**config.mk**
```make
export PLATFORM = sky130hd
export DESIGN_NAME = jtframe_i2s_rx
export DESIGN_NICKNAME = d
export VERILOG_FILES = /design/src/rtl/jtframe_i2s_rx.sv
export SDC_FILE = /design/constraint.sdc
export NUM_CORES = 1
export LEC_CHECK = 0
export ABC_CLOCK_PERIOD_IN_PS = 4600
export BUFFER_PORTS_ARGS = -buffer_cell sky130_fd_sc_hd__buf_4
export CAP_MARGIN = 10
export CORE_ASPECT_RATIO = 1.25
export CORE_UTILIZATION = 61
export DETAILED_ROUTE_END_ITERATION = 8
export MAX_ROUTING_LAYER = met4
export PLACE_DENSITY = 0.9
export SYNTH_ARGS = -nofsm -noshare
export SYNTH_HDL_FRONTEND = slang
export SYNTH_SLANG_ARGS = --single-unit
```
**constraint.sdc**
```tcl
create_clock -name clk -period 4.6 [get_ports clk]
set_input_delay 0.46 -clock clk [delete_from_list [all_inputs] [get_ports clk]]
set_output_delay 0.46 -clock clk [all_outputs]
set_load 0.02 [all_outputs]
```
**src/rtl/jtframe_i2s_rx.sv**
```systemverilog
// I2S receiver: oversamples BCLK/LRCLK/DATA with clk and deserialises MSB-first
// words into left/right, with a sample strobe per stereo pair and lock/slot status.
module jtframe_i2s_rx #(
   parameter int DW  = 16,
   parameter int TOW = 8
) (
   input  logic          rst,
   input  logic          clk,
   input  logic          bclk,
   input  logic          lrclk,
   input  logic          sdata,
   output logic [DW-1:0] left,
   output logic [DW-1:0] right,
   output logic          sample,
   output logic          locked,
   output logic [5:0]    slot_bits
);

   typedef enum logic { UNLOCKED, LOCKED } state_t;

   state_t         state, state_nx;
   logic [2:0]     bclk_sh;
   logic [1:0]     lr_sh, sd_sh;
   logic           rise, lr, d, lr_edge, timeout;
   logic           lr_prev, resync;
   logic [5:0]     cnt;
   logic [DW-1:0]  sr, mask, word;
   logic [TOW-1:0] to_cnt;

   assign rise    = bclk_sh[1] & ~bclk_sh[2];
   assign lr      = lr_sh[1];
   assign d       = sd_sh[1];
   assign lr_edge = rise & ~resync & (lr != lr_prev);
   assign timeout = ~rise & (&to_cnt);
   assign locked  = (state == LOCKED);

   // Bits below the insertion point are always zero, so OR-ing in a one-hot mask
   // is enough; shifting past DW leaves the mask empty and drops extra slot bits.
   assign mask = {1'b1, {(DW-1){1'b0}}} >> cnt;
   assign word = sr | (d ? mask : '0);

   always_ff @(posedge clk or posedge rst) begin
      if (rst) state <= UNLOCKED;
      else     state <= state_nx;
   end

   always_comb begin
      state_nx = state;
      case (state)
         UNLOCKED: if (lr_edge) state_nx = LOCKED;
         LOCKED:   if (timeout) state_nx = UNLOCKED;
         default:  state_nx = UNLOCKED;
      endcase
   end

   // resync starts set so that, after reset or lock loss, the first BCLK edge only
   // learns the current channel: a reset mid-slot never counts as an LR transition.
   always_ff @(posedge clk or posedge rst) begin
      if (rst) begin
         bclk_sh   <= '0;
         lr_sh     <= '0;
         sd_sh     <= '0;
         to_cnt    <= '0;
         cnt       <= '0;
         sr        <= '0;
         lr_prev   <= 1'b0;
         resync    <= 1'b1;
         left      <= '0;
         right     <= '0;
         sample    <= 1'b0;
         slot_bits <= '0;
      end else begin
         bclk_sh <= {bclk_sh[1:0], bclk};
         lr_sh   <= {lr_sh[0], lrclk};
         sd_sh   <= {sd_sh[0], sdata};
         sample  <= 1'b0;

         if (rise)         to_cnt <= '0;
         else if (!(&to_cnt)) to_cnt <= to_cnt + TOW'(1);

         if (state == LOCKED && timeout) begin
            cnt    <= '0;
            sr     <= '0;
            resync <= 1'b1;
         end else if (rise) begin
            if (resync) begin
               lr_prev <= lr;
               resync  <= 1'b0;
            end else if (lr == lr_prev) begin
               sr <= word;
               if (cnt != 6'd63) cnt <= cnt + 6'd1;
            end else begin
               // d is the LSB of the channel that just ended (one-bit I2S delay)
               slot_bits <= (cnt == 6'd63) ? 6'd63 : cnt + 6'd1;
               sr        <= '0;
               cnt       <= '0;
               lr_prev   <= lr;
               if (state == LOCKED) begin
                  if (!lr_prev) left <= word;
                  else begin
                     right  <= word;
                     sample <= 1'b1;
                  end
               end
            end
         end
      end
   end

endmodule
```
Word level (Yosys, flattened, before mapping)
Index checks and enable logic that the tools add are counted.
W data, S select, Z words.

cells by class
  muxes and demuxes = 26
  shifts and indexed selects = 1
  reductions and logical operators = 9
  add/sub/neg operators = 2
  bitwise operators = 12
  equal/unequal tests = 8

operator list
  kind                     number
  $mux W16                 5
  $mux W6                  6
  $mux W8                  2
  $or A16 B16 Y16          1
  $shr A16 B6 Y16 const A  1
  $mux W1                  12
  $reduce_and A6 Y1        2
  $add A8 B1 Y8 const B    1
  $reduce_and A8 Y1        1
  $not A1 Y1               7
  $add A6 B1 Y6 const B    1
  $eq A6 B6 Y1 const B     1
  $ne A6 B6 Y1 const B     1
  $reduce_and A3 Y1        2
  $and A1 B1 Y1            4
  $ne A2 B2 Y1 const B     2
  $reduce_and A4 Y1        1
  $ne A3 B2 Y1 const B     1
  $ne A2 B1 Y1 const B     1
  $pmux W1 S2              1
  $reduce_and A2 Y1        1
  $reduce_bool A2 Y1       1
  $eq A1 B1 Y1             1
  $logic_and A1 B1 Y1      1
  $ne A1 B1 Y1             1

storage, ports and cells
  output and inout bits = 40
  word-level logic and storage cells = 71
  bits of input ports = 5
  flip-flop bits (word level) = 79

Logic depth before layout (Yosys ltp)
  depth after elaboration = 7
  mapped depth = 7
  mapped depth without buffers = 5

Least setup slack after synthesis
No wires, ideal clock.

  path kind = reg2reg
  start = register cnt[0]
  end = register cnt[2]
  path buffers = 1
  path slack = 2925 ps
  stages on the path, launching flop included = 7
  library setup time = 126 ps
  data arrival time = 1549 ps
  period minus slack after synthesis = 1675 ps
  data required time = 4474 ps
  cell sequence = dfrtp_1 -> ha_1 -> and3_1 -> buf_6 -> a41oi_2 -> a31oi_2 -> a221o_1

between the ends
  word-level cells in the longest chain between the ends = 6
  elaborated cells between the ends (all ways) = 9
  classes of those cells = add/sub (1); eq/ne (2); mux (5); reduce/logical (1)

RTL lines
  element                 RTL line  source
  start, declared         26        logic [5:0] cnt;
  start signal, assigned  91        if (cnt != 6'd63) cnt <= cnt + 6'd1;
  $add A6 B1 Y6           91
  $mux W6                 91
  $mux W6                 89        end else if (lr == lr_prev) begin
  $mux W6                 86        if (resync) begin
  $mux W6                 85        end else if (rise) begin
  $mux W6                 81        if (state == LOCKED && timeout) begin

Parallel ways exist; a longest one is shown, timed or not. The select of a mux whose other input is x is not followed.
A chain may end at the register's enable or synchronous reset.

Worst setup path in the final report
  start = register bclk_sh[2]
  end = register left[5]

between the ends
  word-level cells in the longest chain between the ends = 7

RTL lines
  element                          RTL line  source
  start, declared                  22        logic [2:0] bclk_sh;
  start signal, assigned           73        bclk_sh <= {bclk_sh[1:0], bclk};
  $not A1 Y1 (*)                   30        assign rise = bclk_sh[1] & ~bclk_sh[2];
  $and A1 B1 Y1 (*)                30
  $not A1 Y1                       34        assign timeout = ~rise & (&to_cnt);
  $and A1 B1 Y1                    34
  $logic_and A1 B1 Y1              81
  $not A1 Y1 (no line)             --
  $reduce_and A6 Y1 (no line) (*)  --
  end signal, assigned             99        if (!lr_prev) left <= word;
  end, declared                    12        output logic [DW-1:0] left,

Mark *: on every way between the ends. The rest lies on a longest branch, timed or not.

==> impl_summary.log <==
INFO  metric hpwl = approximately 4300 um
INFO  metric xor_xnor_cell_area_share_of_the_yosys_netlist = 0.0108
INFO  metric placed_standard_cell_area = 0.00358 mm2
INFO  metric drt-vias-per-instance = 5.89
INFO  metric postCtsHoldBufs = 0
INFO  metric synthesis.area_per_instance = 10.7 um2
INFO  metric floorplan.rows = 29
INFO  metric cts.htree.levels = 3
INFO  metric grt_overflow = 0
INFO  metric postSynth.topFlopCell = dfrtp_1
INFO  metric tritoncts.num_buffers = 9
INFO  metric die_w = 67.3 um
INFO  metric synth_mux_area_frac = 0.00346
INFO  metric final_layout_size_suffix_gt1_frac = 0.211
INFO  metric report.final.setup_viol = 0
INFO  metric layout.filler_cells = 371
INFO  metric detail_route.wirelength.met1 = 2720 um
INFO  metric cts-root-buf = clkbuf_8
INFO  metric hp-class = input port to async pin
INFO  metric dr_wl_met2 = 3280 um
INFO  metric antenna_found_initial = 0
INFO  metric detailroute.via_count = 2425
INFO  metric cts_setup_buffers = 0
INFO  metric detail_route.wl_per_cell = 15.6 um
INFO  metric synth.most_common_cell = dfrtp_1
INFO  metric total_leakage_power = 1.73 nW
INFO  metric cp-end-kind = register
INFO  metric peakVddDrop = 0.256 mV
INFO  metric worst_pin_slew = between 1000 and 1500 ps
INFO  metric fmaxAchievable = ~470 MHz
INFO  metric cts_tree = yes
INFO  metric detail_route.drc_violations = 0
INFO  metric post_synth_num_cell_types = 47
INFO  metric timing.slew.headroom = 0.325
INFO  metric hold_violations = 0
INFO  metric synthDominantAreaCellType = dfrtp_1
INFO  metric post-route-min-period = 2140 ps
INFO  metric globalplace.congestion = 0.823
INFO  metric maxCapViolations = 0
INFO  metric grt_max_degree = 45
INFO  metric clk_transition_reported_paths = 80 ps
INFO  metric ys_async_sr_fraction = 1.00
INFO  metric synth-edff-count = 0
INFO  metric yosysWarnings = 0
INFO  metric outcome = finished, final reports clean
INFO  metric area.growth.synth_to_final = 16.3%
INFO  metric grt_pass1_vias = between 2000 and 2500
INFO  metric combinational_family_with_the_most_area_after_synthesis = compound AO/OA/AOI/OAI gates
INFO  metric initialDrtViolationCount = 210
INFO  metric critPathMaxFanout = 32
INFO  metric mappedNetlistArea = 0.00325 mm2
INFO  metric final_core_util = 0.739
INFO  metric yosys-top-cells-area = dfrtp_1 (60%), o21ai_0 (6.5%), nand2_1 (5.5%)
INFO  metric final-max-slew-violation-count = 0
INFO  metric global_route.usage.total = 0.265
INFO  metric timing.reg2reg.setup_slack = 2460 ps
INFO  metric clk_path_buf_depth = 2
INFO  metric post_synth_inst_count = 305
INFO  metric insertedDiodeCount = 0
INFO  metric yosys_register_bits = between 70 and 80
INFO  metric grt_setup_unrepaired = false
INFO  metric design_area = roughly 0.0038 mm2
INFO  metric highest_metal_layer_used_by_the_detailed_router = met4
INFO  metric synth_commonest_cells = dfrtp_1 (78), nand2_1 (48), o21ai_0 (42), nor2_1 (24), a31oi_1 (21)
INFO  metric synth-compound-area-share = 0.174
INFO  metric synth_largest_type_area_fraction = 0.600
INFO  metric initial_utilization = 0.636
INFO  metric buffer_ports.inserted = 44
INFO  metric route.final.wire_length = 6430 um
INFO  metric route.antenna.remaining_nets = 0
INFO  metric grt_first_pass_wirelength = about 11000 um
INFO  metric drt_first_pass_iters = 4
INFO  metric timing.critical_path.required = 4800 ps
INFO  metric floorplan.die.height = 83.6 um
INFO  metric count_of_instances_resized_after_the_clock_tree_is_built = 0
INFO  metric placeableCoreArea = 0.00512 mm2
INFO  metric synth.yosys.seq_area_share = 0.608
INFO  metric setup.worst_path.start_class = register
INFO  metric synth-simple-area-share = 0.166
INFO  metric nets = roughly 350
INFO  metric post_synth_fa_ha_maj_area_fraction = 0.00769
INFO  metric boundaryPins = 45
INFO  metric cp_data_arrival_time = 2340 ps
INFO  metric cts.sinks = between 70 and 80
INFO  metric met3_wirelength = a little under 300 um
INFO  metric crit_type = register to register
INFO  metric fin_skew = 14.3 ps
INFO  metric tns = 0 ps
INFO  metric syn_nets = 312
INFO  metric fp.dieArea = 0.00563 mm2
INFO  metric clk_latency = 360 ps
INFO  metric power-per-cell-area = 409 mW/mm2
INFO  metric layout_worst_path_cycle_share = 0.465
## metrics by stage
stage               hold WS [ps]  worst slack, ps  std cells  power (mW)
floorplan                    331             2120        305       0.966
global placement             332             2320        397        1.05
detailed placement           342             2250        397        1.06
CTS                          204             2220        411        1.55
global route                 196             2190        412        1.61
finish                       208             2460        412        1.55
## worst paths after layout
kind                                  to  depth (start not counted)  startpoint
min in group clk                sd_sh[0]                          1       sdata
max in group asynchronous         resync                          3         rst
worst min register to register  sd_sh[1]                          0    sd_sh[0]
worst min-delay path            right[1]                          2         rst
worst max-delay path             left[5]                          4  bclk_sh[2]
worst max register to register   left[5]                          4  bclk_sh[2]
## cells in the final DEF, fill, tap and decap left out, types with 2 or more instances in the layout
cell / n
and2b_1: 2
nor3_1: 4
nor2b_1: 4
nor3b_1: 2
inv_1: 2
a31oi_1: 21
o32a_1: 2
and2_1: 3
a221o_1: 2
a41oi_2: 2
and3_1: 2
nand3_1: 4
o21ai_0: 42
xnor2_1: 3
nor2_4: 2
clkinv_2: 2
nand4_1: 2
nor2_1: 24
nand4b_1: 2
dfrtp_1: 78
buf_4: 45
nand2_1: 48
a21oi_1: 17
ha_1: 2
clkbuf_8: 10
## worst max-delay path, cell delays in order, from the launching register on
cell	delay, ps
dfrtp_1	430
nor3b_4	310
nand4b_1	840
nand2_1	290
o21ai_0	120
## area by class of cell
type / count / area, um2 / area share
Tap cell: 62 / 77.6 / 0.0205
Sequential cell: 79 / 1980 / 0.523
Timing Repair Buffer: 46 / 353 / 0.0933
Clock buffer: 10 / 138 / 0.0364
Multi-Input combinational cell: 208 / 1180 / 0.311
Inverter: 3 / 11.3 / 0.00298
Clock inverter: 4 / 47.5 / 0.0126
## sequential cells by signal, indices dropped and copies added (netlist names)
register and flops:
left 16, right 16, sr 16, to_cnt 8
cnt 6, slot_bits 6, bclk_sh 3, lr_sh 2
sd_sh 2, locked 1, lr_prev 1, resync 1
sample 1
## cells by family after synthesis
| family | after synthesis |
|---|---|
| AND/OR/NAND/NOR | 108 |
| AO/OA/AOI/OAI | 93 |
| flip-flops | 79 |
| buffers and inverters | 18 |
| XOR/XNOR | 4 |
| adder cells (fa/ha/maj) | 2 |
| multiplexers | 1 |
## power by group
part	switching (mW)	leakage, nW	internal, mW	total [mW]
Clock	0.241	0.0940	0.257	0.499
Sequential	0.0494	1.05	0.751	0.801
Combinational	0.149	0.582	0.0969	0.246
Total	0.440	1.73	1.11	1.55
## per-layer routing
layer  global-route usage  vias up
li1                     -     1165
met1                0.316     1169
met2                0.416       75
met3               0.0615       16
met4                0.126        0
met5                    -        -
(Power assumes the default switching activity.)
